===== src/rtl/tile_plot_pkg.sv =====
// Shared types and helpers for the tile frame plotter.
// State encoding, default colours, width helpers.
package tile_plot_pkg;

  typedef enum logic [2:0] {
    IDLE,
    FIELD,
    BORDER,
    SPRITES,
    DONE
  } state_e;

  localparam logic [2:0] DEF_WALL_COLOUR = 3'b111;
  localparam logic [2:0] DEF_BG_COLOUR   = 3'b000;

  // clog2 that never returns 0, so counts of 1 still get a 1-bit bus
  function automatic int clog2_min1(input int n);
    return (n <= 2) ? 1 : $clog2(n);
  endfunction

  function automatic int max3(input int a, input int b, input int c);
    int m;
    m = (a > b) ? a : b;
    return (m > c) ? m : c;
  endfunction

endpackage


===== src/rtl/plot_scan_counter.sv =====
// 2-D nested scan counter (outer slow, inner fast) with runtime limits.
// Ports: clk, resetn, clear, step, outer_lim/inner_lim in; outer, inner, last out.
module plot_scan_counter
  import tile_plot_pkg::*;
#(
  parameter  int OUTER_MAX = 4,
  parameter  int INNER_MAX = 3,
  localparam int OW = clog2_min1(OUTER_MAX + 1),
  localparam int IW = clog2_min1(INNER_MAX + 1)
) (
  input  logic          clk,
  input  logic          resetn,
  input  logic          clear,
  input  logic          step,
  input  logic [OW-1:0] outer_lim,
  input  logic [IW-1:0] inner_lim,
  output logic [OW-1:0] outer,
  output logic [IW-1:0] inner,
  output logic          last
);

  logic [OW-1:0] outer_q, outer_d;
  logic [IW-1:0] inner_q, inner_d;
  logic          outer_end, inner_end;

  always_comb begin
    outer_end = (outer_q == outer_lim - OW'(1));
    inner_end = (inner_q == inner_lim - IW'(1));
    last      = outer_end && inner_end;
    outer_d   = outer_q;
    inner_d   = inner_q;
    if (clear) begin
      outer_d = '0;
      inner_d = '0;
    end else if (step) begin
      if (inner_end) begin
        inner_d = '0;
        outer_d = outer_end ? '0 : outer_q + OW'(1);
      end else begin
        inner_d = inner_q + IW'(1);
      end
    end
  end

  always_ff @(posedge clk) begin
    if (!resetn) begin
      outer_q <= '0;
      inner_q <= '0;
    end else begin
      outer_q <= outer_d;
      inner_q <= inner_d;
    end
  end

  assign outer = outer_q;
  assign inner = inner_q;

endmodule


===== src/rtl/tile_frame_plotter.sv =====
// Frame sequencer: map RAM playfield, optional border, sprites -> vga pixel port.
// Ports: start/busy/done, mem_rd/mem_addr/mem_data, spr_*, x/y/colour/plot. Option macro: TILE_PLOT_BORDER_EN.
module tile_frame_plotter
  import tile_plot_pkg::*;
#(
  parameter  int X_W      = 8,
  parameter  int Y_W      = 7,
  parameter  int FIELD_W  = 120,
  parameter  int FIELD_H  = 100,
  parameter  int FIELD_X0 = 20,
  parameter  int FIELD_Y0 = 10,
  parameter  int NUM_SPR  = 2,
  parameter  int SPR_W    = 4,
  parameter  int SPR_H    = 6,
  parameter  int COLOUR_W = 3,
  parameter  logic [COLOUR_W-1:0] WALL_COLOUR = COLOUR_W'(DEF_WALL_COLOUR),
  parameter  logic [COLOUR_W-1:0] BG_COLOUR   = COLOUR_W'(DEF_BG_COLOUR),
  localparam int ADDR_W   = clog2_min1(FIELD_W * FIELD_H)
) (
  input  logic                         clk,
  input  logic                         resetn,
  input  logic                         start,
  output logic                         busy,
  output logic                         done,
  output logic                         mem_rd,
  output logic [ADDR_W-1:0]            mem_addr,
  input  logic                         mem_data,
  input  logic [NUM_SPR-1:0]           spr_en,
  input  logic [NUM_SPR*X_W-1:0]       spr_x,
  input  logic [NUM_SPR*Y_W-1:0]       spr_y,
  input  logic [NUM_SPR*COLOUR_W-1:0]  spr_colour,
  output logic [X_W-1:0]               x,
  output logic [Y_W-1:0]               y,
  output logic [COLOUR_W-1:0]          colour,
  output logic                         plot
);

  localparam int CH_W = clog2_min1(NUM_SPR);
  localparam int OMAX = max3(FIELD_W, SPR_W, 4);
  localparam int IMAX = max3(FIELD_H, FIELD_W + 2, SPR_H);
  localparam int OW   = clog2_min1(OMAX + 1);
  localparam int IW   = clog2_min1(IMAX + 1);

  state_e state_q, state_d;

  logic [NUM_SPR-1:0]          en_q, en_d;
  logic [NUM_SPR*X_W-1:0]      sx_q, sx_d;
  logic [NUM_SPR*Y_W-1:0]      sy_q, sy_d;
  logic [NUM_SPR*COLOUR_W-1:0] sc_q, sc_d;
  logic [CH_W-1:0]             ch_q, ch_d;
  logic [ADDR_W-1:0]           addr_q, addr_d;

  // stage 1: issue register, aligned with the RAM read
  logic                s1_pix_q, s1_pix_d;
  logic                s1_fld_q, s1_fld_d;
  logic [X_W-1:0]      s1_x_q, s1_x_d;
  logic [Y_W-1:0]      s1_y_q, s1_y_d;
  logic [COLOUR_W-1:0] s1_col_q, s1_col_d;
  logic                s1_done_q, s1_done_d;
  logic                mem_rd_q, mem_rd_d;
  logic [ADDR_W-1:0]   mem_addr_q, mem_addr_d;

  // stage 2: pixel output register
  logic                plot_q, plot_d;
  logic                fld_q, fld_d;
  logic [X_W-1:0]      x_q, x_d;
  logic [Y_W-1:0]      y_q, y_d;
  logic [COLOUR_W-1:0] colour_q, colour_d;
  logic                done_q, done_d;

  logic          cnt_clear, cnt_step, cnt_last;
  logic [OW-1:0] o_lim, c_out;
  logic [IW-1:0] i_lim, c_in;

  logic            nxt_ok;
  logic [CH_W-1:0] nxt_ch;
  int              base;

  logic [X_W-1:0] spx;
  logic [Y_W-1:0] spy;
  logic           spr_in;

  plot_scan_counter #(
    .OUTER_MAX(OMAX),
    .INNER_MAX(IMAX)
  ) u_scan (
    .clk      (clk),
    .resetn   (resetn),
    .clear    (cnt_clear),
    .step     (cnt_step),
    .outer_lim(o_lim),
    .inner_lim(i_lim),
    .outer    (c_out),
    .inner    (c_in),
    .last     (cnt_last)
  );

  // Border: outer = segment (top, bottom, left, right)
  always_comb begin
    o_lim = OW'(SPR_W);
    i_lim = IW'(SPR_H);
    if (state_q == FIELD) begin
      o_lim = OW'(FIELD_W);
      i_lim = IW'(FIELD_H);
    end else if (state_q == BORDER) begin
      o_lim = OW'(4);
      i_lim = (c_out < OW'(2)) ? IW'(FIELD_W + 2) : IW'(FIELD_H);
    end
  end

  // Next enabled sprite after the current one; -1 searches from channel 0
  always_comb begin
    base   = (state_q == SPRITES) ? int'(ch_q) : -1;
    nxt_ok = 1'b0;
    nxt_ch = '0;
    for (int k = NUM_SPR - 1; k >= 0; k--) begin
      if (en_q[k] && (k > base)) begin
        nxt_ok = 1'b1;
        nxt_ch = CH_W'(k);
      end
    end
  end

  always_comb begin
    spx    = sx_q[int'(ch_q)*X_W +: X_W] + X_W'(c_out);
    spy    = sy_q[int'(ch_q)*Y_W +: Y_W] + Y_W'(c_in);
    spr_in = (int'(spx) >= FIELD_X0) &&
             (int'(spx) <  FIELD_X0 + FIELD_W) &&
             (int'(spy) >= FIELD_Y0) &&
             (int'(spy) <  FIELD_Y0 + FIELD_H);
  end

  always_comb begin
    state_d    = state_q;
    en_d       = en_q;
    sx_d       = sx_q;
    sy_d       = sy_q;
    sc_d       = sc_q;
    ch_d       = ch_q;
    addr_d     = addr_q;
    cnt_clear  = 1'b0;
    cnt_step   = 1'b0;
    s1_pix_d   = 1'b0;
    s1_fld_d   = 1'b0;
    s1_x_d     = s1_x_q;
    s1_y_d     = s1_y_q;
    s1_col_d   = s1_col_q;
    s1_done_d  = 1'b0;
    mem_rd_d   = 1'b0;
    mem_addr_d = '0;
    unique case (state_q)
      IDLE: begin
        cnt_clear = 1'b1;
        addr_d    = '0;
        // hold off while the previous done is still in the pipe
        if (start && !s1_done_q && !done_q) begin
          en_d    = spr_en;
          sx_d    = spr_x;
          sy_d    = spr_y;
          sc_d    = spr_colour;
          state_d = FIELD;
        end
      end
      FIELD: begin
        cnt_step   = 1'b1;
        mem_rd_d   = 1'b1;
        mem_addr_d = addr_q;
        addr_d     = addr_q + ADDR_W'(1);
        s1_pix_d   = 1'b1;
        s1_fld_d   = 1'b1;
        s1_x_d     = X_W'(FIELD_X0 + int'(c_out));
        s1_y_d     = Y_W'(FIELD_Y0 + int'(c_in));
        if (cnt_last) begin
          cnt_clear = 1'b1;
          addr_d    = '0;
`ifdef TILE_PLOT_BORDER_EN
          state_d   = BORDER;
`else
          state_d   = nxt_ok ? SPRITES : DONE;
          ch_d      = nxt_ch;
`endif
        end
      end
`ifdef TILE_PLOT_BORDER_EN
      BORDER: begin
        cnt_step = 1'b1;
        s1_pix_d = 1'b1;
        s1_col_d = WALL_COLOUR;
        unique case (c_out)
          OW'(0): begin
            s1_x_d = X_W'(FIELD_X0 - 1 + int'(c_in));
            s1_y_d = Y_W'(FIELD_Y0 - 1);
          end
          OW'(1): begin
            s1_x_d = X_W'(FIELD_X0 - 1 + int'(c_in));
            s1_y_d = Y_W'(FIELD_Y0 + FIELD_H);
          end
          OW'(2): begin
            s1_x_d = X_W'(FIELD_X0 - 1);
            s1_y_d = Y_W'(FIELD_Y0 + int'(c_in));
          end
          default: begin
            s1_x_d = X_W'(FIELD_X0 + FIELD_W);
            s1_y_d = Y_W'(FIELD_Y0 + int'(c_in));
          end
        endcase
        if (cnt_last) begin
          cnt_clear = 1'b1;
          state_d   = nxt_ok ? SPRITES : DONE;
          ch_d      = nxt_ch;
        end
      end
`endif
      SPRITES: begin
        cnt_step = 1'b1;
        s1_pix_d = spr_in;
        s1_x_d   = spx;
        s1_y_d   = spy;
        s1_col_d = sc_q[int'(ch_q)*COLOUR_W +: COLOUR_W];
        if (cnt_last) begin
          cnt_clear = 1'b1;
          state_d   = nxt_ok ? SPRITES : DONE;
          ch_d      = nxt_ch;
        end
      end
      DONE: begin
        s1_done_d = 1'b1;
        state_d   = IDLE;
      end
      default: begin
        state_d = IDLE;
      end
    endcase
  end

  always_comb begin
    plot_d   = s1_pix_q;
    fld_d    = s1_fld_q;
    x_d      = s1_x_q;
    y_d      = s1_y_q;
    colour_d = s1_col_q;
    done_d   = s1_done_q;
  end

  always_ff @(posedge clk) begin
    if (!resetn) begin
      state_q    <= IDLE;
      en_q       <= '0;
      sx_q       <= '0;
      sy_q       <= '0;
      sc_q       <= '0;
      ch_q       <= '0;
      addr_q     <= '0;
      s1_pix_q   <= 1'b0;
      s1_fld_q   <= 1'b0;
      s1_x_q     <= '0;
      s1_y_q     <= '0;
      s1_col_q   <= '0;
      s1_done_q  <= 1'b0;
      mem_rd_q   <= 1'b0;
      mem_addr_q <= '0;
      plot_q     <= 1'b0;
      fld_q      <= 1'b0;
      x_q        <= '0;
      y_q        <= '0;
      colour_q   <= '0;
      done_q     <= 1'b0;
    end else begin
      state_q    <= state_d;
      en_q       <= en_d;
      sx_q       <= sx_d;
      sy_q       <= sy_d;
      sc_q       <= sc_d;
      ch_q       <= ch_d;
      addr_q     <= addr_d;
      s1_pix_q   <= s1_pix_d;
      s1_fld_q   <= s1_fld_d;
      s1_x_q     <= s1_x_d;
      s1_y_q     <= s1_y_d;
      s1_col_q   <= s1_col_d;
      s1_done_q  <= s1_done_d;
      mem_rd_q   <= mem_rd_d;
      mem_addr_q <= mem_addr_d;
      plot_q     <= plot_d;
      fld_q      <= fld_d;
      x_q        <= x_d;
      y_q        <= y_d;
      colour_q   <= colour_d;
      done_q     <= done_d;
    end
  end

  assign busy     = (state_q != IDLE) || s1_done_q || done_q;
  assign done     = done_q;
  assign mem_rd   = mem_rd_q;
  assign mem_addr = mem_addr_q;
  assign plot     = plot_q;
  assign x        = x_q;
  assign y        = y_q;
  // the map bit arrives from the RAM's own register in the output cycle
  assign colour   = fld_q ? (mem_data ? WALL_COLOUR : BG_COLOUR) : colour_q;

endmodule

===== config.mk =====
export PLATFORM = sky130hd
export DESIGN_NAME = tile_frame_plotter
export DESIGN_NICKNAME = d
export VERILOG_FILES = /design/src/rtl/tile_plot_pkg.sv /design/src/rtl/plot_scan_counter.sv /design/src/rtl/tile_frame_plotter.sv
export SDC_FILE = /design/constraint.sdc
export NUM_CORES = 1
export LEC_CHECK = 0
export CORE_MARGIN = 5
export CORE_UTILIZATION = 50
export DETAILED_ROUTE_END_ITERATION = 12
export PLACE_DENSITY_LB_ADDON = 0.15
export SYNTH_ARGS = -nofsm -noshare
export SYNTH_HDL_FRONTEND = slang
export SYNTH_HIERARCHICAL = 1
export SYNTH_SLANG_ARGS = --single-unit

===== constraint.sdc =====
create_clock -name clk -period 7.4 [get_ports clk]
set_input_delay 1.48 -clock clk [delete_from_list [all_inputs] [get_ports clk]]
set_output_delay 1.48 -clock clk [all_outputs]
set_load 0.01 [all_outputs]

==> impl_metrics.env <==
export IMPL_viasPerCell=5.35
export IMPL_cts_max_level=4
export IMPL_register_area_mm2=0.00252
export IMPL_async_reset_ff_share_pct=0
export IMPL_synth_top_area_share_pct=39.3
export IMPL_grt_max_degree=113
export IMPL_required_ns=7.69
export IMPL_cts_buffers_inserted=17
export IMPL_ioPinCount=78
export IMPL_yosys_cell_types_count=73
export IMPL_cts_resized=0
export IMPL_period_share_pct=66.1
export IMPL_slew_headroom_pct=16.9
export IMPL_n_antenna_cell=0
export IMPL_grt_pass1_vias=4973
export IMPL_rsz0062_at_grt="false"
export IMPL_yosys_area_share_simple_pct=22.4
export IMPL_port_buffers=77
export IMPL_worstSetupPathType="reg2reg"
export IMPL_die_width_um=123
export IMPL_skew_ns=0.0127
export IMPL_timing_fmax_ghz=0.204
export IMPL_grt_use_total_pct=20.3
export IMPL_synth_edf_count=0
export IMPL_nFillCells=1129
export IMPL_yosysSeqAreaShare_pct=39.3
export IMPL_synth_top_family_by_area="simple AND/OR/NAND/NOR gates"
export IMPL_synth_cells=738
export IMPL_hpwl_mm=10.4
export IMPL_worstPathMaxFanout=28
export IMPL_setup_viol=0
export IMPL_synthFlopType="dfxtp_1"
export IMPL_syn_cell_area_mm2=0.00641
export IMPL_status="completed"
export IMPL_cts_sinks=126
export IMPL_num_vias=5327
export IMPL_yosys_warnings=6
export IMPL_place_congestion=0.858
export IMPL_synth_compound_area_share_pct=20.1
export IMPL_synth_area_leaders="dfxtp_1 (39%), nand2_1 (7.4%), ha_1 (3.9%)"
export IMPL_initial_utilization_pct=50.8
export IMPL_firstDrtPassIters=5
export IMPL_synth_xor_area_share_pct=5.85
export IMPL_clk_path_buf_depth=2
export IMPL_die_area_mm2=0.0152
export IMPL_tns_ns=0
export IMPL_die_h_um=123
export IMPL_area_delta_synth_final_pct=23.3
export IMPL_fin_area_mm2=0.00791
export IMPL_wl_per_cell_um=14.8
export IMPL_routed_wl_mm=14.7
export IMPL_nets=874
export IMPL_ant_nets=0
export IMPL_clk_latency_ns=0.43
export IMPL_crit_path_end_kind="flip-flop"
export IMPL_drtIter0Drc=454
export IMPL_p_leak_uw=0.00314
export IMPL_clkTransAtPathRegs_ns=0.05
export IMPL_power_density_mw_per_mm2=219
export IMPL_finalHoldViolCount=0
export IMPL_arrival_ns=5.18
export IMPL_tightest_slew_ns=1.24
export IMPL_cts_hold_buf=0
export IMPL_start_kind="flip-flop"
export IMPL_multi_input_area_mm2=0.00367
export IMPL_grt_pass1_wl_mm=24.1
export IMPL_maxCapViolCount=0
export IMPL_min_period_ns=4.89
export IMPL_hp_class="reg2reg"
export IMPL_synth_seq_cells=126
export IMPL_cts_setup_buffers=0
export IMPL_yosysTopAreaCell="dfxtp_1"
export IMPL_root_buffer="clkbuf_16"
export IMPL_drive_gt1_share_pct=9.36
export IMPL_muxShareOfSynthArea_pct=3.65
export IMPL_synthAdderAreaFrac_pct=4.53
export IMPL_avgSynthCellArea_um2=8.69
export IMPL_grt_overflow=0
export IMPL_drc=0
export IMPL_coreArea_mm2=0.0126
export IMPL_cts_tree="built"
export IMPL_ys_top_cells_by_count="dfxtp_1 (126), nand2_1 (126), nor2_1 (40), and2_1 (29), inv_1 (25)"
export IMPL_antenna_found_initial=0
export IMPL_rows=41
export IMPL_place_area_mm2=0.00729
export IMPL_slew_violations=0
export IMPL_ir_drop_mv=0.178
## layout by cell type, fill, tap and decap left out, types with 6 or more instances in the layout
master / instances
nand2_1: 126
dfxtp_1: 126
clkdlybuf4s50_1: 76
nor2_1: 40
and2_1: 29
inv_1: 25
a21oi_1: 23
o21ai_0: 23
a21boi_1: 21
xnor2_1: 20
ha_1: 20
and3_1: 19
clkbuf_16: 17
nor2b_1: 15
xor2_1: 15
nor3_1: 13
a21boi_0: 13
conb_1: 12
mux2i_1: 11
mux2_2: 11
nand3_1: 11
o211a_1: 11
a21boi_2: 10
o211ai_1: 8
nand2b_1: 7
or3_1: 6
a31oi_1: 6
o21ai_1: 6
nand4_1: 6
## state kept, by name (all words and copies together), names as in the netlist, 2 cells and up
name          flops
addr_q           14
colour_d          3
colour_q          3
en_q              2
mem_addr         14
s1_x_q            8
s1_y_q            7
sc_q              6
state_q           3
sx_q             16
sy_q             14
u_scan/inner      7
u_scan/outer      7
x                 8
y                 7
## layout make-up
class	instances	area share, %
multi-input combinational	560	46.3
sequential	126	31.9
timing repair buffer	80	9.96
clock buffer	20	5.90
tap	172	2.72
clock inverter	12	2.01
inverter	25	1.19
## kinds of logic after synthesis
kind of cell | Yosys count
compound gates | 173
flops | 126
simple gates | 293
other cells | 1
mux | 22
xor+xnor | 38
fa+ha+maj | 22
buf+inv | 63
## power breakdown
group	total (µW)	switching [µW]	internal [µW]
sequential	713	11.7	702
clock	864	307	556
combinational	158	83.7	74.6
## worst max-delay path, cell delays in order, from the launching register on
cell and delay (ns):
dfxtp_1 0.96, inv_1 0.47, nand2_1 0.17, a21oi_1 0.15
o21ai_0 0.20, inv_1 0.09, ha_1 0.27, xnor3_1 0.30
nand4_1 0.09, a31o_1 0.28, a21oi_2 0.17, nor2b_1 0.45
o21ai_0 0.14, nor2_1 0.13, nand2b_1 0.12, a41oi_1 0.07
a31oi_1 0.56, nor2_1 0.11
## final timing paths
path                           startpoint  cells past startpoint  slack [ns]                            to
setup reg to reg  state_q[1]$_SDFFE_PN0P_                     17        2.51  u_scan/inner[6]$_SDFFE_PP0P_
hold / removal          plot_d$_SDFF_PN0_                      1        0.44               plot$_SDFF_PN0_
hold reg to reg         plot_d$_SDFF_PN0_                      1        0.44               plot$_SDFF_PN0_
setup / recovery  state_q[1]$_SDFFE_PN0P_                     17        2.51  u_scan/inner[6]$_SDFFE_PP0P_
## layer usage
| layer | GRT usage, % | routed length [µm] |
|---|---|---|
| met2 | 31.5 | 6630 |
| met4 | 8.10 | 271 |
| met5 | 0 | 0 |
| met3 | 5.31 | 897 |
| met1 | 27.1 | 6890 |
## metrics by stage
step / std cells / util [%] / power (µW) / setup WS [ns] / hold WS, ns
CTS: 995 / 62.7 / 1750 / 2.55 / 0.436
floorplan: 749 / - / 831 / 3.31 / 0.412
detailed placement: 963 / 57.7 / 886 / 2.57 / 0.422
finish: 995 / 62.7 / 1740 / 2.51 / 0.436
global route: 995 / 62.7 / 1800 / 1.87 / 0.448
global placement: 963 / 57.7 / 881 / 2.82 / 0.417
Power figures use the tool's default switching activity.
